### src/rtl/bcd_pkg.sv
// Shared definitions for the packed-BCD arithmetic blocks.
//   BCD_DIGIT_W  : bits per BCD digit
//   BCD_MAX      : largest legal digit value
//   bcd_state_t  : controller states of the serial adder
//   is_bcd_digit : 1 when a 4-bit nibble holds a legal decimal digit
package bcd_pkg;

    localparam int BCD_DIGIT_W = 4;
    localparam int BCD_MAX     = 9;

    typedef enum logic [1:0] {
        IDLE = 2'd0,
        RUN  = 2'd1,
        DONE = 2'd2
    } bcd_state_t;

    function automatic logic is_bcd_digit(input logic [BCD_DIGIT_W-1:0] d);
        return (d <= BCD_DIGIT_W'(BCD_MAX));
    endfunction

endpackage

### src/rtl/bcd_digit_add.sv
// One-digit BCD add / nine's-complement-add cell (purely combinational).
//   a   : operand A digit
//   b   : operand B digit
//   sub : 1 = replace b by its nine's complement (9 - b) before adding
//   ci  : decimal carry in
//   s   : result digit
//   co  : decimal carry out
// Digits above 9 are not trapped here; they flow through the same rule.
module bcd_digit_add
    import bcd_pkg::*;
(
    input  logic [BCD_DIGIT_W-1:0] a,
    input  logic [BCD_DIGIT_W-1:0] b,
    input  logic                   sub,
    input  logic                   ci,
    output logic [BCD_DIGIT_W-1:0] s,
    output logic                   co
);

    logic [BCD_DIGIT_W-1:0] b_eff;
    logic [BCD_DIGIT_W:0]   t;
    logic [BCD_DIGIT_W:0]   t_adj;

    always_comb begin
        // Nine's complement wraps modulo 16 for illegal b digits.
        b_eff = sub ? (BCD_DIGIT_W'(BCD_MAX) - b) : b;
        t     = {1'b0, a} + {1'b0, b_eff} + {{BCD_DIGIT_W{1'b0}}, ci};
        t_adj = t - 5'd10;
        if (t > 5'(BCD_MAX)) begin
            s  = t_adj[BCD_DIGIT_W-1:0];
            co = 1'b1;
        end else begin
            s  = t[BCD_DIGIT_W-1:0];
            co = 1'b0;
        end
    end

endmodule

### src/rtl/bcd_serial_adder.sv
// Digit-serial packed-BCD adder/subtractor, least-significant digit first.
//   clk   : rising-edge clock
//   rst_n : asynchronous active-low reset
//   start : request, sampled only while idle
//   sub   : 0 = a + b, 1 = a - b (ten's complement), latched with start
//   cin   : carry-in (add) / borrow-in (sub), latched with start
//   a, b  : packed BCD operands, digit 0 in [3:0]
//   busy  : operation in progress (RUN and DONE)
//   done  : one-cycle pulse, result valid
//   sum   : packed BCD result, held until the next accepted start
//   cout  : final decimal carry (sub: 1 = no borrow)
//   err   : some digit of the latched operands was above 9
// Timing: start accepted at edge k, digits written at edges k+1..k+DIGITS,
// done high in the cycle after edge k+DIGITS+1.
module bcd_serial_adder
    import bcd_pkg::*;
#(
    parameter  int DIGITS = 4,
    localparam int CNT_W  = $clog2(DIGITS + 1)
) (
    input  logic                          clk,
    input  logic                          rst_n,
    input  logic                          start,
    input  logic                          sub,
    input  logic                          cin,
    input  logic [BCD_DIGIT_W*DIGITS-1:0] a,
    input  logic [BCD_DIGIT_W*DIGITS-1:0] b,
    output logic                          busy,
    output logic                          done,
    output logic [BCD_DIGIT_W*DIGITS-1:0] sum,
    output logic                          cout,
    output logic                          err
);

    localparam int W = BCD_DIGIT_W * DIGITS;

    bcd_state_t             state_reg;
    logic [CNT_W-1:0]       index_reg;
    logic [W-1:0]           a_reg;
    logic [W-1:0]           b_reg;
    logic                   sub_reg;
    logic                   carry_reg;
    logic [W-1:0]           sum_reg;
    logic                   cout_reg;
    logic                   err_reg;
    logic                   done_reg;

    logic [BCD_DIGIT_W-1:0] digit_s;
    logic                   digit_co;
    logic [DIGITS-1:0]      bad_digit;
    logic                   any_bad;

    // Validity of every input digit, evaluated only when start is accepted.
    for (genvar gi = 0; gi < DIGITS; gi++) begin : g_check
        assign bad_digit[gi] = !is_bcd_digit(a[gi*BCD_DIGIT_W +: BCD_DIGIT_W]) ||
                               !is_bcd_digit(b[gi*BCD_DIGIT_W +: BCD_DIGIT_W]);
    end
    assign any_bad = |bad_digit;

    // Operands are shifted right each RUN cycle, so the current digit is
    // always in the low nibble.
    bcd_digit_add u_digit (
        .a   (a_reg[BCD_DIGIT_W-1:0]),
        .b   (b_reg[BCD_DIGIT_W-1:0]),
        .sub (sub_reg),
        .ci  (carry_reg),
        .s   (digit_s),
        .co  (digit_co)
    );

    always_ff @(posedge clk or negedge rst_n) begin
        if (!rst_n) begin
            state_reg <= IDLE;
            index_reg <= '0;
            a_reg     <= '0;
            b_reg     <= '0;
            sub_reg   <= 1'b0;
            carry_reg <= 1'b0;
            sum_reg   <= '0;
            cout_reg  <= 1'b0;
            err_reg   <= 1'b0;
            done_reg  <= 1'b0;
        end else begin
            case (state_reg)
                IDLE: begin
                    done_reg <= 1'b0;
                    if (start) begin
                        a_reg     <= a;
                        b_reg     <= b;
                        sub_reg   <= sub;
                        // Subtraction is A + (10^n - 1 - B) + 1, so a zero
                        // borrow-in becomes an initial carry of one.
                        carry_reg <= sub ? ~cin : cin;
                        index_reg <= '0;
                        sum_reg   <= '0;
                        err_reg   <= any_bad;
                        state_reg <= RUN;
                    end
                end

                RUN: begin
                    for (int i = 0; i < DIGITS; i++) begin
                        if (index_reg == CNT_W'(i)) begin
                            sum_reg[i*BCD_DIGIT_W +: BCD_DIGIT_W] <= digit_s;
                        end
                    end
                    carry_reg <= digit_co;
                    a_reg     <= a_reg >> BCD_DIGIT_W;
                    b_reg     <= b_reg >> BCD_DIGIT_W;
                    if (index_reg == CNT_W'(DIGITS - 1)) begin
                        state_reg <= DONE;
                    end else begin
                        index_reg <= index_reg + 1'b1;
                    end
                end

                DONE: begin
                    // Two cycles here: the first registers the result flags,
                    // the second is the visible done pulse. busy stays high.
                    if (!done_reg) begin
                        done_reg <= 1'b1;
                        cout_reg <= carry_reg;
                    end else begin
                        done_reg  <= 1'b0;
                        index_reg <= '0;
                        state_reg <= IDLE;
                    end
                end

                default: begin
                    done_reg  <= 1'b0;
                    state_reg <= IDLE;
                end
            endcase
        end
    end

    assign busy = (state_reg != IDLE);
    assign done = done_reg;
    assign sum  = sum_reg;
    assign cout = cout_reg;
    assign err  = err_reg;

endmodule

### config.mk
export PLATFORM = sky130hd
export DESIGN_NAME = bcd_serial_adder
export DESIGN_NICKNAME = d
export VERILOG_FILES = /design/src/rtl/bcd_pkg.sv /design/src/rtl/bcd_digit_add.sv /design/src/rtl/bcd_serial_adder.sv
export SDC_FILE = /design/constraint.sdc
export NUM_CORES = 1
export LEC_CHECK = 0
export ABC_AREA = 0
export CAP_MARGIN = 25
export CORE_MARGIN = 2
export CORE_UTILIZATION = 38
export CTS_CLUSTER_SIZE = 24
export DETAILED_ROUTE_END_ITERATION = 8
export PLACE_DENSITY_LB_ADDON = 0.25
export SYNTH_ARGS = -nofsm -noshare
export SYNTH_HDL_FRONTEND = slang
export SYNTH_SLANG_ARGS = --single-unit
### constraint.sdc
create_clock -name clk -period 4.35 [get_ports clk]
set_clock_uncertainty 0.1 [all_clocks]
set_input_delay 0.87 -clock clk [delete_from_list [all_inputs] [get_ports clk]]
set_output_delay 0.87 -clock clk [all_outputs]
set_load 0.005 [all_outputs]
==> results of run 1 <==
stage by stage:
stage / std cells / worst slack [ns] / area [µm²] / hold WS (ns)
2_1_floorplan: 275 / 1.67 / 2910 / 0.349
3_3_place_gp: 420 / 1.54 / 3560 / 0.362
3_5_place_dp: 420 / 1.43 / 3560 / 0.370
4_1_cts: 435 / 1.42 / 3750 / 0.384
5_1_grt: 436 / 1.22 / 3770 / 0.406
6_report: 436 / 1.43 / 3770 / 0.378
cells in the mapped netlist (all sizes together), types with 2 or more instances:
master / instances
xnor2: 4
buf: 7
fa: 2
nand4: 2
and3: 3
a22o: 15
o21ai: 39
dfrtp: 58
or2: 2
xor2: 3
nor2: 12
nor3: 2
mux2: 5
clkbuf: 5
mux2i: 25
o31ai: 2
a32o: 2
ha: 10
inv: 14
a21o: 3
nand2b: 4
a21oi: 10
nand2: 38
critical path, stage by stage, from the launching register on:
cell and delay (ns):
dfrtp_1 0.41, xnor2_1 0.20, fa_1 0.21, inv_1 0.07
fa_1 0.42, xor2_1 0.27, inv_1 0.07, ha_1 0.33
nor2_2 0.05, a41oi_1 0.19, o221ai_2 0.18, a32o_1 0.30
layout make-up:
type                    count  area [µm²]
clock inverters             3        40.0
flip-flops and latches     58        1450
fillers                   647        3560
repair buffers             59         591
inverters                  14        52.6
multi-input cells         191        1370
clock buffers              12         145
well taps                  99         124
path summary, 6_finish.rpt:
check | to | slack [ns]
worst max-delay path | sum[14] | 1.43
worst min-delay path | a_reg[9] | 0.38
worst min register to register | a_reg[9] | 0.38
max in group asynchronous | sum[8] | 2.80
min in group asynchronous | a_reg[13] | 0.53
worst max register to register | sum[14] | 1.43
power by group through the flow:
stage                     Combinational (W)  Clock [W]  Sequential (W)
after floorplan                     0.00153          0        0.000901
final                               0.00205   0.000470        0.000929
after global placement              0.00199          0        0.000935
after global routing                0.00229   0.000512        0.000967
after CTS                           0.00203   0.000486        0.000934
after detailed placement            0.00203          0        0.000943
kinds of logic after synthesis:
group / count (synthesis)
flops: 58
buf+inv: 26
simple gates: 65
fa+ha+maj: 12
xor+xnor: 7
compound gates: 77
mux: 30
routing by layer:
metal / track usage [%] / up-vias / share of wire, %
li1: - / 1077 / -
met1: 19.8 / 1039 / 48
met2: 25.4 / 36 / 47
met3: 4.90 / 7 / 3.7
met4: 4.17 / 0 / 1.2
met5: 0 / - / 0
==> reports/metrics.csv, run 1 <==
metric;value;unit
gp_routability_congestion;0.757;
hold_path.startpoint;a_reg[9];
port_buffers;56;
drt_wl_cell;13.7;µm
cell_type_with_the_largest_total_area_after_synthesis;dfrtp_1;
synthesis.yosys.warnings;0;
postcts_setup_bufs;0;
worstPathArrival;3.03;ns
synth_cells;275;
net-switching-power;0.00149;W
yosys.area_share.xor_xnor;2.37;%
dp_hpwl;4470;µm
firstDrtPassIters;4;
relSlewSlack;46.9;%
finalSetupViolations;0;
io-pin-count;57;
nets;382;
ctsHoldBuffers;0;
ys_seq_area_share;49.9;%
total_power;0.00345;W
max-cap-violations;0;
clock_tree.root_cell;clkbuf_8;
power.switching_fraction;43.2;%
synth_simple_gate_area_share;10.1;%
tritoncts.num_buffers;9;
cts_resized;0;
clock_path_buffers;2;
drt_drc_violations_left;0;
number_of_antenna_violations_at_the_first_check_in_global_routing;0;
die-width;91.5;µm
final_antenna_net_count;0;
seq_pwr_share;26.9;%
vias;2159;
reg2reg_from;sub_reg;
netlist-cell-type-count;38;
pin_count_of_the_biggest_net_entering_global_routing;59;
tightest_slew;0.796;ns
yosys-mux-area-fraction;10.5;%
sinks_on_the_clock_net;58;
timing.setup.tns;0;ns
synthDominantCellAreaShare;49.9;%
internal_power;0.00196;W
cts_tree;done;
htree_levels;3;
ff2ff_path_depth;11;
min_path_type;flop to flop;
hold_viol_final;0;
synth_area;2910;µm²
core-area;7330;µm²
synth_adder_area_share;5.68;%
dieHeight;91.5;µm
mappedNetlistNets;324;
synth.area.top_cells;dfrtp_1 (50%), mux2i_1 (8.6%), o21ai_0 (6.7%), nand2_1 (4.9%), a22o_1 (4.5%);
worst_path_required_time;4.46;ns
floorplan.die_area;8370;µm²
floorplan.initialDensity;39.7;%
antenna_cells_inserted;0;
crit_start;sub_reg;
finalWorstPathRequiredPeriod;2.92;ns
area_growth_from_synthesis_to_final_layout;29.6;%
drtIter0Drc;99;
ys_dominant_reg_cell;dfrtp_1;
report.final.slew_viol_count;0;
drive_gt1_share;11.0;%
synth_compound_gate_area_share;17.7;%
run_status;finished, final reports clean;
setup.worst_path.start_class;flop;
layout.cells.most_common_list;dfrtp_1 (58), clkdlybuf4s50_1 (55), o21ai_0 (39);
synth-edff-count;0;
grtUsageTotal;15.5;%
via_count_of_the_first_global_routing_pass;2135;
endpoint_kind;flop;
leakage;1.71;nW
final_common_cell;dfrtp_1;
wirelength;5960;µm
comb_power_share;59.4;%
clockPowerShare;13.6;%
clk_transition_reported_paths;0.06;ns
clock_insertion_delay_worst_skew;0.33;ns
std_cell_rows;31;
ys_ff_latch;58;
critical_path_fanouts_max;5;
final_core_util;51.4;%
timing_worst_setup_path_type;flop to flop;
fmax;0.343;GHz
global_route_wire_length_before_repair;10300;µm
period_share;67.1;%
mean_area_per_synthesized_cell;10.6;µm²
route.detailed.vias_per_inst;4.95;
irDropWorstVdd;0.000586;V
async_reset_ff_share;100;%
combinational_family_with_the_most_area_after_synthesis;compound AO/OA/AOI/OAI gates;
cell_count_of_the_worst_hold_path;2;
grt-ovfl-total;0;
cellPowerDensity;915;nW/µm²
rsz0062_at_grt;no;
Note: power is estimated with default switching activity, not from simulation.
==> run 2, diff against run 1 <==
Clock period 4.35 ns to 2.7 ns, I/O delays scaled along.
==> run 2 against run 1 <==
Against the previous run: sequential power rose by 59%; cell count increased by 2.1%; maximum frequency rose by 12%; die area unchanged; clock-buffer cell count rose by 1; clock power up 75%; total power grew 81%; core utilization rose by 2.0 points; worst setup slack got worse by 1.3 ns; flip-flop and latch count stayed put; first-iteration DRC count is 4.0% higher; via count grew 1.5%.
==> reports/metrics.csv, run 2 (same netlist as run 1, synthesis figures left out) <==
metric;value;unit;change
run_status;finished, final reports clean;;unchanged
pin_count_of_the_biggest_net_entering_global_routing;59;;unchanged
internal_power;0.00365;W;was 0.00196 W
max-cap-violations;0;;unchanged
worstPathArrival;2.74;ns;was 3.03 ns
place_ws;-0.0679;ns;was 1.43 ns
gp_routability_congestion;0.804;;was 0.757
antenna_cells_inserted;0;;unchanged
vias;2191;;was 2159
sinks_on_the_clock_net;58;;unchanged
timing_worst_setup_path_type;flop to flop;;unchanged
ctsHoldBuffers;0;;unchanged
std_cell_rows;31;;unchanged
period_share;96.7;%;was 67.1%
number_of_antenna_violations_at_the_first_check_in_global_routing;0;;unchanged
worstPathCellList;xnor2_2, fa_2, inv_1, fa_2, inv_1, ha_4, nor2_2, a41oi_2, o221ai_2, a32o_1;;was xnor2_1, fa_1, inv_1, fa_1, xor2_1, inv_1, ha_1, nor2_2, a41oi_1, o221ai_2, a32o_1
finalWorstPathRequiredPeriod;2.61;ns;was 2.92 ns
ff2ff_path_depth;10;;was 11
dp_hpwl;4470;µm;about the same
drive_gt1_share;15.6;%;was 11.0%
worst_path_required_time;2.83;ns;was 4.46 ns
irDropWorstVdd;0.000990;V;was 0.000586 V
drt_wl_cell;14.0;µm;was 13.7 µm
worst_r2r_endpoint;sum[14];;unchanged
tightest_slew;0.518;ns;was 0.796 ns
clock_tree.root_cell;clkbuf_8;;unchanged
critical_path_fanouts_max;4;;was 5
grt-ovfl-total;0;;unchanged
crit_slowest_cell;fa_2;;was fa_1
relSlewSlack;65.4;%;was 46.9%
floorplan.initialDensity;39.7;%;unchanged
comb_power_share;63.0;%;was 59.4%
core-area;7330;µm²;unchanged
clock_path_buffers;2;;unchanged
seq_pwr_share;23.8;%;was 26.9%
rsz0062_at_grt;yes;;was no
layout.cells.most_common_list;dfrtp_1 (58), clkdlybuf4s50_1 (55), o21ai_0 (39);;unchanged
tritoncts.num_buffers;9;;unchanged
timing.setup.tns;0;ns;unchanged
clockPowerShare;13.2;%;was 13.6%
dieHeight;91.5;µm;unchanged
nets;391;;was 382
die-width;91.5;µm;unchanged
min_path_type;primary input to asynchronous set/reset pin;;was flop to flop
route.detailed.vias_per_inst;4.92;;was 4.95
floorplan.die_area;8370;µm²;unchanged
finalSetupViolations;0;;unchanged
area_growth_from_synthesis_to_final_layout;34.7;%;was 29.6%
finish.cell_count_without_fillers;445;;was 436
io-pin-count;57;;unchanged
final_common_cell;dfrtp_1;;unchanged
final_core_util;53.4;%;was 51.4%
fmax;0.383;GHz;was 0.343 GHz
final_antenna_net_count;0;;unchanged
cellPowerDensity;1590;nW/µm²;was 915 nW/µm²
setup_ws;0.0896;ns;was 1.43 ns
power.switching_fraction;41.4;%;was 43.2%
port_buffers;56;;unchanged
net-switching-power;0.00258;W;was 0.00149 W
drt_drc_violations_left;0;;unchanged
hold_viol_final;0;;unchanged
report.final.slew_viol_count;0;;unchanged
global_route_wire_length_before_repair;10600;µm;was 10300 µm
timing.hold.ws;0.0503;ns;was 0.378 ns
endpoint_kind;flop;;unchanged
grtUsageTotal;16.3;%;was 15.5%
clk_transition_reported_paths;0.07;ns;was 0.06 ns
firstDrtPassIters;4;;unchanged
place_inst;429;;was 420
setup.worst_path.start_class;flop;;unchanged
setup_slack_on_the_worst_flop_to_flop_path;0.09;ns;was 1.43 ns
wirelength;6240;µm;was 5960 µm
reg2reg_from;sub_reg;;unchanged
clock_insertion_delay_worst_skew;0.33;ns;about the same
leakage;1.77;nW;was 1.71 nW
via_count_of_the_first_global_routing_pass;2209;;was 2135
highest_cell_delay_on_the_worst_timing_path;0.55;ns;was 0.42 ns
htree_levels;3;;unchanged
cts_tree;done;;unchanged
drtIter0Drc;103;;was 99
## run 2: repair_timing
action                     in CTS  in global routing
setup endpoints to repair       4                 13
pin swaps                       2                  4
gates resized for setup         3                  6
setup buffers                   0                  1
## run 2: final cells by class
class / count / area (µm²)
clock buffers: 13 / 169
clock inverters: 2 / 35.0
fillers: 658 / 3410
inverters: 14 / 52.6
multi-input cells: 191 / 1410
flip-flops and latches: 58 / 1450
well taps: 99 / 124
repair buffers: 68 / 674
## run 2: metal layers
layer | part of all wire, % | global-route usage [%] | vias up
met2 | 45 | 24.3 | 39
met3 | 3.1 | 3.90 | 9
met4 | 2.1 | 7.20 | 0
li1 | - | - | 1097
met1 | 50 | 22.4 | 1046
met5 | 0 | 0 | -
## run 2: worst max path at each step
stage | end | depth (start not counted) | startpoint | slack (ns)
finish | sum[14] | 10 | sub_reg | 0.09
global route | sum[14] | 10 | sub_reg | -0.02
CTS | sum[14] | 11 | b_reg[0] | 0.01
detailed placement | sum[14] | 11 | sub_reg | -0.07
global placement | sum[14] | 11 | sub_reg | 0.05
floorplan | sum[14] | 11 | sub_reg | 0.02
## run 2: through the flow
step           total power [W]  cell area (µm²)
5_1_grt                0.00679             3920
3_5_place_dp           0.00514             3660
6_report               0.00623             3920
4_1_cts                0.00605             3880
3_3_place_gp           0.00504             3660
2_1_floorplan          0.00391             2910
## run 2: power by group through the flow
| stage | Sequential (W) | Clock [W] | Combinational [W] |
|---|---|---|---|
| after floorplan | 0.00145 | 0 | 0.00246 |
| after global placement | 0.00149 | 0 | 0.00355 |
| after detailed placement | 0.00150 | 0 | 0.00364 |
| after CTS | 0.00149 | 0.000841 | 0.00372 |
| after global routing | 0.00154 | 0.000875 | 0.00437 |
| final | 0.00148 | 0.000821 | 0.00392 |
## run 2: critical path: cells and delay by family, from the launching register on
kind | cells | cell delay (ns)
DFF | 1 | 0.40
buffers and inverters | 2 | 0.15
and+or+nand+nor | 1 | 0.04
xor gates and xnor gates | 1 | 0.19
AOI/OAI and AO/OA | 3 | 0.57
adders and majority gates | 3 | 1.05
